==> src/rtl/alu_pkg.sv <==
// Shared definitions for the round-robin ALU scheduler: opcodes, FSM states
// and the fixed results used on divide/modulo by zero.
package alu_pkg;

  localparam logic [3:0] OP_ADD  = 4'h0;
  localparam logic [3:0] OP_SUB  = 4'h1;
  localparam logic [3:0] OP_MUL  = 4'h2;
  localparam logic [3:0] OP_DIV  = 4'h3;
  localparam logic [3:0] OP_NOT  = 4'h4;
  localparam logic [3:0] OP_AND  = 4'h5;
  localparam logic [3:0] OP_OR   = 4'h6;
  localparam logic [3:0] OP_NAND = 4'h7;
  localparam logic [3:0] OP_NOR  = 4'h8;
  localparam logic [3:0] OP_XOR  = 4'h9;
  localparam logic [3:0] OP_XNOR = 4'hA;
  localparam logic [3:0] OP_MOD  = 4'hB;
  localparam logic [3:0] OP_INC  = 4'hC;
  localparam logic [3:0] OP_DEC  = 4'hD;
  localparam logic [3:0] OP_LNOT = 4'hE;
  localparam logic [3:0] OP_POW  = 4'hF;

  // Division by zero saturates to all ones; modulo by zero passes a through.
  localparam logic [3:0] DZ_DIV_RESULT = 4'hF;

  typedef enum logic [1:0] {
    S_IDLE = 2'd0,
    S_EXEC = 2'd1,
    S_RESP = 2'd2
  } state_t;

endpackage

==> src/rtl/alu_core.sv <==
// Combinational 4-bit ALU; every result wraps modulo 16, output forced to zero
// when not enabled.
module alu_core
  import alu_pkg::*;
(
  input  logic       en,
  input  logic [3:0] a,
  input  logic [3:0] b,
  input  logic [3:0] sel,
  output logic [3:0] result,
  output logic       dz
);

  logic [7:0] prod;

  // Repeated multiply keeps only the low nibble, so a**b wraps like every other op.
  function automatic logic [3:0] pow_wrap(input logic [3:0] base, input logic [3:0] ex);
    logic [3:0] r;
    logic [7:0] t;
    r = 4'd1;
    for (int i = 0; i < 15; i++) begin
      if (i < int'(ex)) begin
        t = r * base;
        r = t[3:0];
      end
    end
    return r;
  endfunction

  assign prod = a * b;

  always_comb begin
    result = '0;
    dz     = 1'b0;
    if (en) begin
      case (sel)
        OP_ADD:  result = a + b;
        OP_SUB:  result = a - b;
        OP_MUL:  result = prod[3:0];
        OP_DIV:  begin
          if (b == 4'd0) begin
            result = DZ_DIV_RESULT;
            dz     = 1'b1;
          end else begin
            result = a / b;
          end
        end
        OP_NOT:  result = ~a;
        OP_AND:  result = a & b;
        OP_OR:   result = a | b;
        OP_NAND: result = ~(a & b);
        OP_NOR:  result = ~(a | b);
        OP_XOR:  result = a ^ b;
        OP_XNOR: result = ~(a ^ b);
        OP_MOD:  begin
          if (b == 4'd0) begin
            result = a;
            dz     = 1'b1;
          end else begin
            result = a % b;
          end
        end
        OP_INC:  result = a + 4'd1;
        OP_DEC:  result = a - 4'd1;
        OP_LNOT: result = (a == 4'd0) ? 4'd1 : 4'd0;
        OP_POW:  result = pow_wrap(a, b);
        default: result = '0;
      endcase
    end
  end

endmodule

==> src/rtl/alu_sched.sv <==
// Round-robin scheduler sharing one ALU among N_REQ requesters:
// IDLE grants and captures, EXEC evaluates, RESP holds the result until taken.
module alu_sched
  import alu_pkg::*;
#(
  parameter int N_REQ = 4,
  parameter int TAG_W = 2
) (
  input  logic               clk,
  input  logic               rst_n,
  input  logic [N_REQ-1:0]   req_valid,
  output logic [N_REQ-1:0]   req_ready,
  input  logic [4*N_REQ-1:0] req_a,
  input  logic [4*N_REQ-1:0] req_b,
  input  logic [4*N_REQ-1:0] req_sel,
  output logic               rsp_valid,
  input  logic               rsp_ready,
  output logic [3:0]         rsp_result,
  output logic [TAG_W-1:0]   rsp_tag,
  output logic               rsp_dz,
  output logic               busy
);

  state_t           state;
  logic [TAG_W-1:0] rr_ptr;
  logic [TAG_W-1:0] gidx;
  logic [TAG_W-1:0] arb_idx;
  logic             found;
  logic [3:0]       win_a, win_b, win_sel;
  logic [3:0]       op_a_p0, op_b_p0, op_sel_p0;
  logic [TAG_W-1:0] op_tag_p0;
  logic [3:0]       core_result;
  logic             core_dz;

  // First valid requester at or after rr_ptr, wrapping around.
  always_comb begin
    found   = 1'b0;
    gidx    = '0;
    arb_idx = '0;
    for (int k = 0; k < N_REQ; k++) begin
      arb_idx = TAG_W'((int'(rr_ptr) + k) % N_REQ);
      if (!found && req_valid[arb_idx]) begin
        found = 1'b1;
        gidx  = arb_idx;
      end
    end
  end

  always_comb begin
    req_ready = '0;
    if (rst_n && (state == S_IDLE) && found) req_ready[gidx] = 1'b1;
  end

  assign win_a   = req_a[{gidx, 2'b00} +: 4];
  assign win_b   = req_b[{gidx, 2'b00} +: 4];
  assign win_sel = req_sel[{gidx, 2'b00} +: 4];
  assign busy    = (state != S_IDLE);

  alu_core u_core (
    .en     (state == S_EXEC),
    .a      (op_a_p0),
    .b      (op_b_p0),
    .sel    (op_sel_p0),
    .result (core_result),
    .dz     (core_dz)
  );

  always_ff @(posedge clk or negedge rst_n) begin
    if (!rst_n) begin
      state      <= S_IDLE;
      rr_ptr     <= '0;
      op_a_p0    <= '0;
      op_b_p0    <= '0;
      op_sel_p0  <= '0;
      op_tag_p0  <= '0;
      rsp_valid  <= 1'b0;
      rsp_result <= '0;
      rsp_tag    <= '0;
      rsp_dz     <= 1'b0;
    end else begin
      case (state)
        // p0: operand capture on transfer
        S_IDLE: begin
          if (found) begin
            op_a_p0   <= win_a;
            op_b_p0   <= win_b;
            op_sel_p0 <= win_sel;
            op_tag_p0 <= gidx;
            rr_ptr    <= (gidx == TAG_W'(N_REQ - 1)) ? '0 : gidx + TAG_W'(1);
            state     <= S_EXEC;
          end
        end
        // p1: ALU result registered into the response
        S_EXEC: begin
          rsp_result <= core_result;
          rsp_dz     <= core_dz;
          rsp_tag    <= op_tag_p0;
          rsp_valid  <= 1'b1;
          state      <= S_RESP;
        end
        S_RESP: begin
          if (rsp_ready) begin
            rsp_valid <= 1'b0;
            state     <= S_IDLE;
          end
        end
        default: state <= S_IDLE;
      endcase
    end
  end

endmodule

==> config.mk <==
export PLATFORM = sky130hd
export DESIGN_NAME = alu_sched
export DESIGN_NICKNAME = d
export VERILOG_FILES = /design/src/rtl/alu_pkg.sv /design/src/rtl/alu_core.sv /design/src/rtl/alu_sched.sv
export SDC_FILE = /design/constraint.sdc
export NUM_CORES = 1
export LEC_CHECK = 0
export CAP_MARGIN = 15
export CORE_AREA = 2 2 128 130
export CTS_BUF_LIST = sky130_fd_sc_hd__clkbuf_16
export DETAILED_ROUTE_END_ITERATION = 8
export DIE_AREA = 0 0 130 132
export SETUP_SLACK_MARGIN = 0.1
export SLEW_MARGIN = 20
export SYNTH_ARGS = -nofsm -noshare
export SYNTH_HDL_FRONTEND = slang
export SYNTH_SLANG_ARGS = --single-unit
==> constraint.sdc <==
create_clock -name clk -period 19.9 [get_ports clk]
set_input_delay 3.98 -clock clk [delete_from_list [all_inputs] [get_ports clk]]
set_output_delay 3.98 -clock clk [all_outputs]
set_load 0.01 [all_outputs]
* Word level (Yosys, flattened, before mapping)
Index checks and enable logic that the tools add are counted.
** Word-level totals
- Bits of input ports :: 55
- Word-level logic and storage cells :: 179
- Bits in registers :: 26
- Output and inout bits :: 13
** Operators by class
- Div/mod/pow operators :: 2
- $mul :: 15
- Muxes and demuxes :: 74
- Reduce and logical (&&, ||, !) cells :: 19
- Equal/unequal tests :: 20
- Bitwise logic cells :: 7
- $add $sub $neg :: 8
- Shift-type cells :: 3
- Order comparisons :: 21
** Operators by type and width (count)
- two-way mux 4 bit :: 46
- one-hot mux 4 bit (16 select lines) :: 1
- multiplier 4 x 4 -> 4 bit :: 15
- variable part select 16 x 5 -> 4 bit :: 3
- == test 4 bit (second input constant) :: 8
- < comparator 4 bit (first input constant) :: 7
- == test 4 x 3 -> 1 bit (second input constant) :: 4
- < comparator 3 x 4 -> 1 bit (first input constant) :: 4
- NOT 4 bit :: 4
- < comparator 2 x 3 -> 1 bit (second input constant) :: 5
- two-way mux 2 bit :: 7
- two-way mux 1 bit :: 13
- logical NOT 4 bit :: 3
- binary-select mux 1 bit (select 2 bit) :: 4
- == test 4 x 2 -> 1 bit (second input constant) :: 2
- < comparator 1 x 4 -> 1 bit (first input constant) :: 2
- < comparator 2 x 4 -> 1 bit (first input constant) :: 2
- logical AND 1 bit :: 6
- one-hot mux 2 bit (3 select lines) :: 1
- AND reduction 2 bit :: 3
- adder 2 x 1 -> 2 bit (second input constant) :: 2
- adder 2 bit (second input constant) :: 2
- adder 4 x 1 -> 4 bit (second input constant) :: 1
- adder 4 bit :: 1
- other kinds (18) :: 23

* Longest topological paths before layout
Gate-level depths: netlist of run 1.
- Word-level depth :: 59
- Gate-level depth with buffers :: 80
- Mapped depth without buffers :: 78

* Cells and area by module
A second synthesis of run 1 with hierarchy kept.
** Unflattened totals
- Cell total of the unflattened synthesis :: 841
- Area, all modules :: 6247.2 um^2
** Modules (own cells, without submodules)
- alu_core :: area an instance 4754.6 um^2, times used 1, cells each 700, sequential area each 0.0 um^2
- alu_sched :: area an instance 1492.7 um^2, times used 1, cells each 141, sequential area each 650.6 um^2

* Worst setup path before layout of run 1
OpenSTA, ideal clock, no wires.
- Path kind :: reg2reg
- Start point :: register op_b_p0[1]
- End point :: register rsp_result[3]
- Path buffers :: 2
- Stages on the path, launching flop included :: 81
- Setup time :: 92 ps
- Required time :: 19808 ps
- Arrival time :: 15266 ps
- Setup slack :: 4542 ps
- Clock period less this slack :: 15358 ps
- Cells stage by stage :: dfrtp_1 -> buf_2 -> inv_2 -> ha_1 -> clkbuf_1 -> inv_1 -> nor2_1 -> nor2_1 -> ha_1 -> ha_1 -> ha_1 -> o31ai_1 -> o21a_1 -> nor2_1 -> ha_1 -> ha_1 -> nor2_1 -> a211oi_1 -> [45 not listed] -> ha_1 -> mux2i_1 -> o21ai_0 -> and2_1 -> ha_1 -> ha_1 -> mux2i_1 -> nor2_1 -> ha_1 -> ha_1 -> xnor2_1 -> xnor2_1 -> xnor2_1 -> xnor2_1 -> xnor2_1 -> a21oi_1 -> o31a_1 -> o31ai_2
** On the way
- Longest elaborated chain between the ends :: 59
- Elaborated cells on any way between the ends :: 81
- Classes of those cells :: add/sub: 2; mul: 15; div: 2; order compare: 15; mux: 46; reduce/logical: 1
** Ends and longest elaborated chain
- from (decl) :: line alu_sched.sv:30 : logic [3:0] op_a_p0, op_b_p0, op_sel_p0;
- from (signal assigned) :: line alu_sched.sv:86 : op_b_p0 <= win_b;
- < comparator 1 x 4 -> 1 bit :: line alu_core.sv:22 : if (i < int'(ex)) begin
- two-way mux 4 bit :: line alu_core.sv:22
- two-way mux 4 bit :: line alu_core.sv:36 : case (sel)
- two-way mux 4 bit :: line alu_core.sv:35 : if (en) begin
- multiplier 4 x 4 -> 4 bit :: line alu_core.sv:23 : t = r * base;
- two-way mux 4 bit :: line alu_core.sv:22
- two-way mux 4 bit :: line alu_core.sv:36
- two-way mux 4 bit :: line alu_core.sv:35
- [43 not listed]
- two-way mux 4 bit :: line alu_core.sv:35
- multiplier 4 x 4 -> 4 bit :: line alu_core.sv:23
- two-way mux 4 bit :: line alu_core.sv:22
- two-way mux 4 bit :: line alu_core.sv:36
- two-way mux 4 bit :: line alu_core.sv:35
- multiplier 4 x 4 -> 4 bit :: line alu_core.sv:23
- two-way mux 4 bit :: line alu_core.sv:22
- one-hot mux 4 bit (16 select lines) (*) :: line alu_core.sv:36
- to (signal assigned) :: line alu_sched.sv:95 : rsp_result <= core_result;
- to (decl) :: line alu_sched.sv:18 : output logic [3:0] rsp_result,
Mark *: on every way between the ends. The rest lies on a longest branch, timed or not. The select of a mux whose other input is x is not followed.
A chain may end at the register's enable or synchronous reset.

* Worst setup path after layout of run 1
- Start point :: register op_b_p0[0]
- End point :: register rsp_result[3]
Same word-level chain as after synthesis.

==> run_results.csv, run 1 <==
group,metric,value,unit
worst_setup_path,max_stage_delay,670,ps
clock_network,cts_buffers,3,
sta,fmax,0.0584,GHz
synth,avgSynthCellArea,7.02,um^2
synth,synth.distinct_cells,66,
sta,setup_violations,0,
status,status,"finished clean",
clock_network,htreeDepth,1,
job,maxCapViolCount,0,
worst_setup_path,crit_path_max_fanout,19,
worst_setup_path,required,20070,ps
clock_network,cts_tree,"yes",
drt,wirelength,16700,um
sta,grt_setup_unrepaired,"no",
cells_and_area,area_growth,16.0,%
clock_network,clockBufferDepth,2,
clock_network,ctsRootBufferMaster,"clkbuf_16",
place,io_buffer_count,67,
synth,async_flop_share,1.00,
synth,syn-cell-area,0.00601,mm^2
drt,dr.pass1.iters,5,
cells_and_area,n_antenna_cell,0,
sta,tns,0,ps
global_routing,globalRouteOverflowTotal,0,
floorplanning,start_util,0.383,
floorplanning,fp.dieH,132,um
synth,syn-num-nets,1004,
global_routing,grt_pass1_vias,5637,
synth,ys_seq_area_frac,0.108,
place,place_hpwl,12100,um
global_routing,grt_max_degree,40,
floorplanning,die_w,130,um
worst_setup_path,startpoint_type,"flip-flop",
global_routing,antenna_found_initial,0,
drt,wl_per_cell,15.1,um
clock_network,clkTransAtPathRegs,70,ps
sta,slew_violations,0,
global_routing,grt_use_total,0.196,
drt,viasPerCell,5.38,
worst_setup_path,criticalPathCategory,"flip-flop to flip-flop",
sta,relSlewSlack,0.402,
synth,synth_ff_type,"dfrtp_1",
sta,worst_pin_slew,897,ps
floorplanning,core,0.0157,mm^2
drt,vias,5933,
cells_and_area,final_cell_area,0.00697,mm^2
drt,postRouteAntennaNets,0,
hold_path,hold_path.class,"flip-flop to flip-flop",
clock_network,ctsHoldBuffers,0,
worst_setup_path,end_kind,"flip-flop",
floorplanning,pin_count,68,
sta,min_period,17110,ps
worst_setup_path,crit_top_cell,"ha_1",
drt,drt_iter0_drc,316,
global_routing,grt_pass1_wl,27900,um
sta,hold_violations,0,
clock_network,post_cts_resized,0,
floorplanning,die-area,0.0172,mm^2
clock_network,cts_setup_buffers,0,
synth,synth_edf_count,0,
place,place_area,0.00687,mm^2
sta,clock_skew,4.14,ps
cells_and_area,layout.nets,1036,
clock_network,clk_latency,260,ps
drt,drc,0,
worst_setup_path,arrival,17280,ps
sta,finalCritPeriodShare,0.860,
clock_network,clock-sinks,26,
synth,synth-warning-count,0,
synth,synthCells,856,
cells_and_area,drive_above_1_share,0.0496,
synth,yosys_register_bits,26,
floorplanning,rows,46,
place,gp_congestion,0.834,
worst_setup_path,critPathSlowestCell,"ha_1",
-- layout by cell type (no fill, tap or decap), types with 4 or more instances in the layout --
| cell | count |
|---|---|
| buf_4 | 14 |
| ha_1 | 91 |
| mux2i_1 | 17 |
| nand2b_1 | 11 |
| nor3_1 | 19 |
| or4_1 | 4 |
| o21a_1 | 7 |
| or3_1 | 5 |
| o211ai_1 | 6 |
| a21oi_1 | 56 |
| dfrtp_1 | 26 |
| and3_1 | 8 |
| and2_1 | 22 |
| a211oi_1 | 10 |
| inv_1 | 25 |
| a21o_1 | 10 |
| clkdlybuf4s50_1 | 67 |
| o31ai_1 | 4 |
| nor2b_1 | 13 |
| xor2_1 | 18 |
| xnor2_1 | 66 |
| inv_2 | 4 |
| o21ai_1 | 4 |
| nand4_1 | 6 |
| nand2_1 | 122 |
| mux2_2 | 10 |
| o22ai_1 | 5 |
| o21ai_0 | 62 |
| nor2_1 | 90 |
| nand3_1 | 24 |
| a31oi_1 | 9 |
-- worst max-delay path, delay by kind of cell, from the launching register on --
kind / cells / cell delay, ps
adders and majority gates: 30 / 8850
AOI/OAI and AO/OA: 20 / 3450
and+or+nand+nor: 19 / 2530
xor gates and xnor gates: 5 / 840
buffers and inverters: 2 / 550
DFF: 1 / 510
muxes: 2 / 260
-- cells by family (layout without fill, tap and decap cells) --
kind of cell    Yosys count  in the layout  share of synthesized area
simple gates            338            338                      0.258
compound gates          201            201                      0.206
fa+ha+maj                93             93                      0.196
xor+xnor                 85             85                      0.126
buf+inv                  84            115                     0.0543
mux                      29             29                     0.0514
flops                    26             26                      0.108
-- state kept, by name, indices dropped and copies added, names as in the netlist --
signal / count
state: 2
rr_ptr: 2
op_sel_p0: 4
op_b_p0: 4
rsp_tag: 2
rsp_dz: 1
op_tag_p0: 2
rsp_valid: 1
rsp_result: 4
op_a_p0: 4
-- through the flow --
stage          hold WS [ps]  std cells  worst slack, ps   util
4_1_cts                 487       1103             2810  0.444
6_report                481       1103             2790  0.444
5_1_grt                 513       1103             1360  0.444
3_3_place_gp            467       1099             3360  0.437
2_1_floorplan           446        856             4540      -
3_5_place_dp            471       1099             2900  0.437
-- cell type report --
| cell class | count | area [um^2] |
|---|---|---|
| clock buffers | 3 | 75.1 |
| clock inverters | 1 | 30.0 |
| fillers | 1639 | 8740 |
| inverters | 30 | 113 |
| multi-input cells | 746 | 5060 |
| flip-flops and latches | 26 | 651 |
| well taps | 216 | 270 |
| repair buffers | 81 | 776 |
-- per-layer routing --
metal  global-route usage  up-vias  share of wire
li1                     -     3049              -
met1                0.271     2712           0.48
met2                0.323      149           0.46
met3               0.0227       23          0.044
met4               0.0466        0          0.018
met5                    0        -              0
-- final timing paths --
path                                     startpoint                   endpoint  slack (ps)  depth (start not counted)
setup reg to reg             op_b_p0[0]$_DFFE_PN0P_  rsp_result[3]$_DFFE_PN0P_        2790                         78
hold / removal             op_tag_p0[0]$_DFFE_PN0P_   op_tag_p0[0]$_DFFE_PN0P_         480                          2
min in group asynchronous                     rst_n  rsp_result[1]$_DFFE_PN0P_        4090                          2
hold reg to reg            op_tag_p0[0]$_DFFE_PN0P_   op_tag_p0[0]$_DFFE_PN0P_         480                          2
setup / recovery             op_b_p0[0]$_DFFE_PN0P_  rsp_result[3]$_DFFE_PN0P_        2790                         78
max in group asynchronous                     rst_n     op_a_p0[0]$_DFFE_PN0P_       15540                          2
-- cell usage after synthesis (5+ instances only) --
cell        n  share of area
mux2i_1    17          0.028
and3_1      8         0.0083
xor2_1     18          0.026
o211ai_1    6         0.0075
dfrtp_1    26           0.11
a211oi_1   10          0.012
clkbuf_1   41          0.026
a31oi_1    11          0.011
o21ai_0    62          0.052
mux2_2     10          0.019
buf_2       9         0.0075
o21a_1      7         0.0087
inv_1      25          0.016
a21oi_1    56          0.047
nand2_1   122          0.076
nand2b_1   11          0.011
or3_1       5         0.0052
ha_1       91           0.19
xnor2_1    66          0.096
nand3_1    24          0.020
nor2b_1    13          0.014
a21o_1     10          0.012
nand4_1     6         0.0062
nor2_1     90          0.056
nor3_1     20          0.017
o22ai_1     6         0.0062
and2_1     22          0.023
Power of run 1 is not shown: default switching activity piles up to over one toggle a cycle in this logic, so the estimate is an artifact.
==> run 2: changes to the inputs <==
- ABC_CLOCK_PERIOD_IN_PS: not set -> 19900
==> results of run 2 <==
The final DEF is identical to that of run 1; final timing and power are the same.
Power of run 2 is left out for the same reason.
==> run 3: changes to the inputs <==
- ABC_CLOCK_PERIOD_IN_PS: 19900 -> 20100
- clock period: 19.9 -> 20.1 ns (I/O delays scaled with it)
==> run 3 against run 2 <==
Compared with the run above: largest cell class unchanged; via count shrank 0.17%; utilization unchanged; design area stayed put; setup slack better by 210 ps; hold slack better by 6.1 ps; die area unchanged; sequential cell count stayed put; wire length about the same; maximum frequency barely moved; first-iteration DRC count is 19% higher.
==> run_results.csv, run 3 (synthesized netlist as in run 1, its figures left out) <==
group,metric,value,unit
status,status,"finished clean",
worst_setup_path,end_kind,"flip-flop",
worst_setup_path,r2r.worst_path.cells,78,
floorplanning,start_util,0.383,
clock_network,clkTransAtPathRegs,60,ps
sta,relSlewSlack,0.406,
worst_setup_path,crit_path_max_fanout,19,
drt,viasPerCell,5.37,
hold_path,holdPathStages,2,
clock_network,cts_tree,"yes",
cells_and_area,layout_common_cells,"nand2_1, ha_1, nor2_1",
place,gp_congestion,0.832,
clock_network,clock-sinks,26,
sta,fmax,0.0585,GHz
worst_setup_path,r2r_end,"rsp_result[3]$_DFFE_PN0P_",
clock_network,ctsRootBufferMaster,"clkbuf_16",
drt,drc,0,
sta,tns,0,ps
place,place_hpwl,12200,um
worst_setup_path,arrival,17270,ps
global_routing,globalRouteOverflowTotal,0,
floorplanning,pin_count,68,
sta,clock_skew,3.38,ps
floorplanning,core,0.0157,mm^2
global_routing,grt_pass1_vias,5627,
sta,finalCritPeriodShare,0.851,
worst_setup_path,crit_top_cell,"ha_1",
drt,wl_per_cell,15.1,um
cells_and_area,n_antenna_cell,0,
clock_network,cts_buffers,3,
drt,vias,5923,
drt,postRouteAntennaNets,0,
job,maxCapViolCount,0,
place,io_buffer_count,67,
drt,dr.pass1.iters,5,
cells_and_area,final_cell_area,0.00697,mm^2
clock_network,ctsHoldBuffers,0,
clock_network,clk_latency,260,ps
worst_setup_path,ff2ff_setup_slack,3000,ps
worst_setup_path,startpoint_type,"flip-flop",
hold_path,hold_path.class,"flip-flop to flip-flop",
worst_setup_path,critPathSlowestCell,"ha_1",
sta,slew_violations,0,
cells_and_area,final_common_cell,"nand2_1",
global_routing,grt_max_degree,40,
clock_network,htreeDepth,1,
worst_setup_path,required,20270,ps
sta,grt_setup_unrepaired,"no",
hold_path,hold_path_startpoint,"op_tag_p0[0]$_DFFE_PN0P_",
global_routing,grt_use_total,0.196,
cells_and_area,area_growth,16.0,%
sta,setup_violations,0,
clock_network,clockBufferDepth,2,
sta,min_period,17100,ps
floorplanning,die-area,0.0172,mm^2
clock_network,post_cts_resized,0,
drt,drt_iter0_drc,377,
worst_setup_path,criticalPathCategory,"flip-flop to flip-flop",
worst_setup_path,r2r-start,"op_b_p0[0]$_DFFE_PN0P_",
floorplanning,die_w,130,um
place,place_area,0.00687,mm^2
cells_and_area,drive_above_1_share,0.0496,
floorplanning,fp.dieH,132,um
cells_and_area,layout.nets,1036,
sta,worst_pin_slew,891,ps
floorplanning,rows,46,
drt,wirelength,16700,um
sta,hold_violations,0,
global_routing,antenna_found_initial,0,
hold_path,hold_end,"op_tag_p0[0]$_DFFE_PN0P_",
global_routing,grt_pass1_wl,28100,um
worst_setup_path,max_stage_delay,660,ps
clock_network,cts_setup_buffers,0,
[run 3: cell counts in the layout (fill, tap and decap cells not counted)]
Identical to the previous run, type by type.
[run 3: critical path, delay by kind of cell (launching register included)]
family | cells | cell delay (ps)
AOI/OAI and AO/OA | 20 | 3450
xor gates and xnor gates | 5 | 840
adders and majority gates | 30 | 8870
buffers and inverters | 2 | 540
DFF | 1 | 500
muxes | 2 | 270
and+or+nand+nor | 19 | 2530
[run 3: final cells by class]
type	count	area (um^2)
Clock buffer	3	75.1
Clock inverter	1	30.0
Fill cell	1605	8740
Inverter	30	113
Multi-Input combinational cell	746	5060
Sequential cell	26	651
Tap cell	216	270
Timing Repair Buffer	81	776
[run 3: layer usage]
metal / part of all wire / global-route usage / wire length (um) / vias up
met2: 0.46 / 0.326 / 7660 / 151
met4: 0.018 / 0.0472 / 301 / 0
met3: 0.038 / 0.0179 / 640 / 22
li1: - / - / - / 3048
met5: 0 / 0 / 0 / -
met1: 0.48 / 0.273 / 8090 / 2702
[run 3: worst max path at each step]
| stage | slack, ps | from | endpoint |
|---|---|---|---|
| CTS | 3040 | op_b_p0[0]$_DFFE_PN0P_ | rsp_result[3]$_DFFE_PN0P_ |
| global route | 1590 | op_b_p0[0]$_DFFE_PN0P_ | rsp_result[3]$_DFFE_PN0P_ |
| floorplan | 4740 | op_b_p0[1]$_DFFE_PN0P_ | rsp_result[3]$_DFFE_PN0P_ |
| global placement | 3560 | op_b_p0[0]$_DFFE_PN0P_ | rsp_result[3]$_DFFE_PN0P_ |
| finish | 3000 | op_b_p0[0]$_DFFE_PN0P_ | rsp_result[3]$_DFFE_PN0P_ |
| detailed placement | 3100 | op_b_p0[0]$_DFFE_PN0P_ | rsp_result[3]$_DFFE_PN0P_ |
[run 3: metrics by stage]
stage	instances	hold WS (ps)	worst slack, ps	util
after global placement	1099	467	3560	0.437
after floorplan	856	446	4740	-
after global routing	1103	521	1590	0.444
final	1103	487	3000	0.444
after CTS	1103	487	3040	0.444
after detailed placement	1099	473	3100	0.437
Power of run 3 is left out for the same reason.
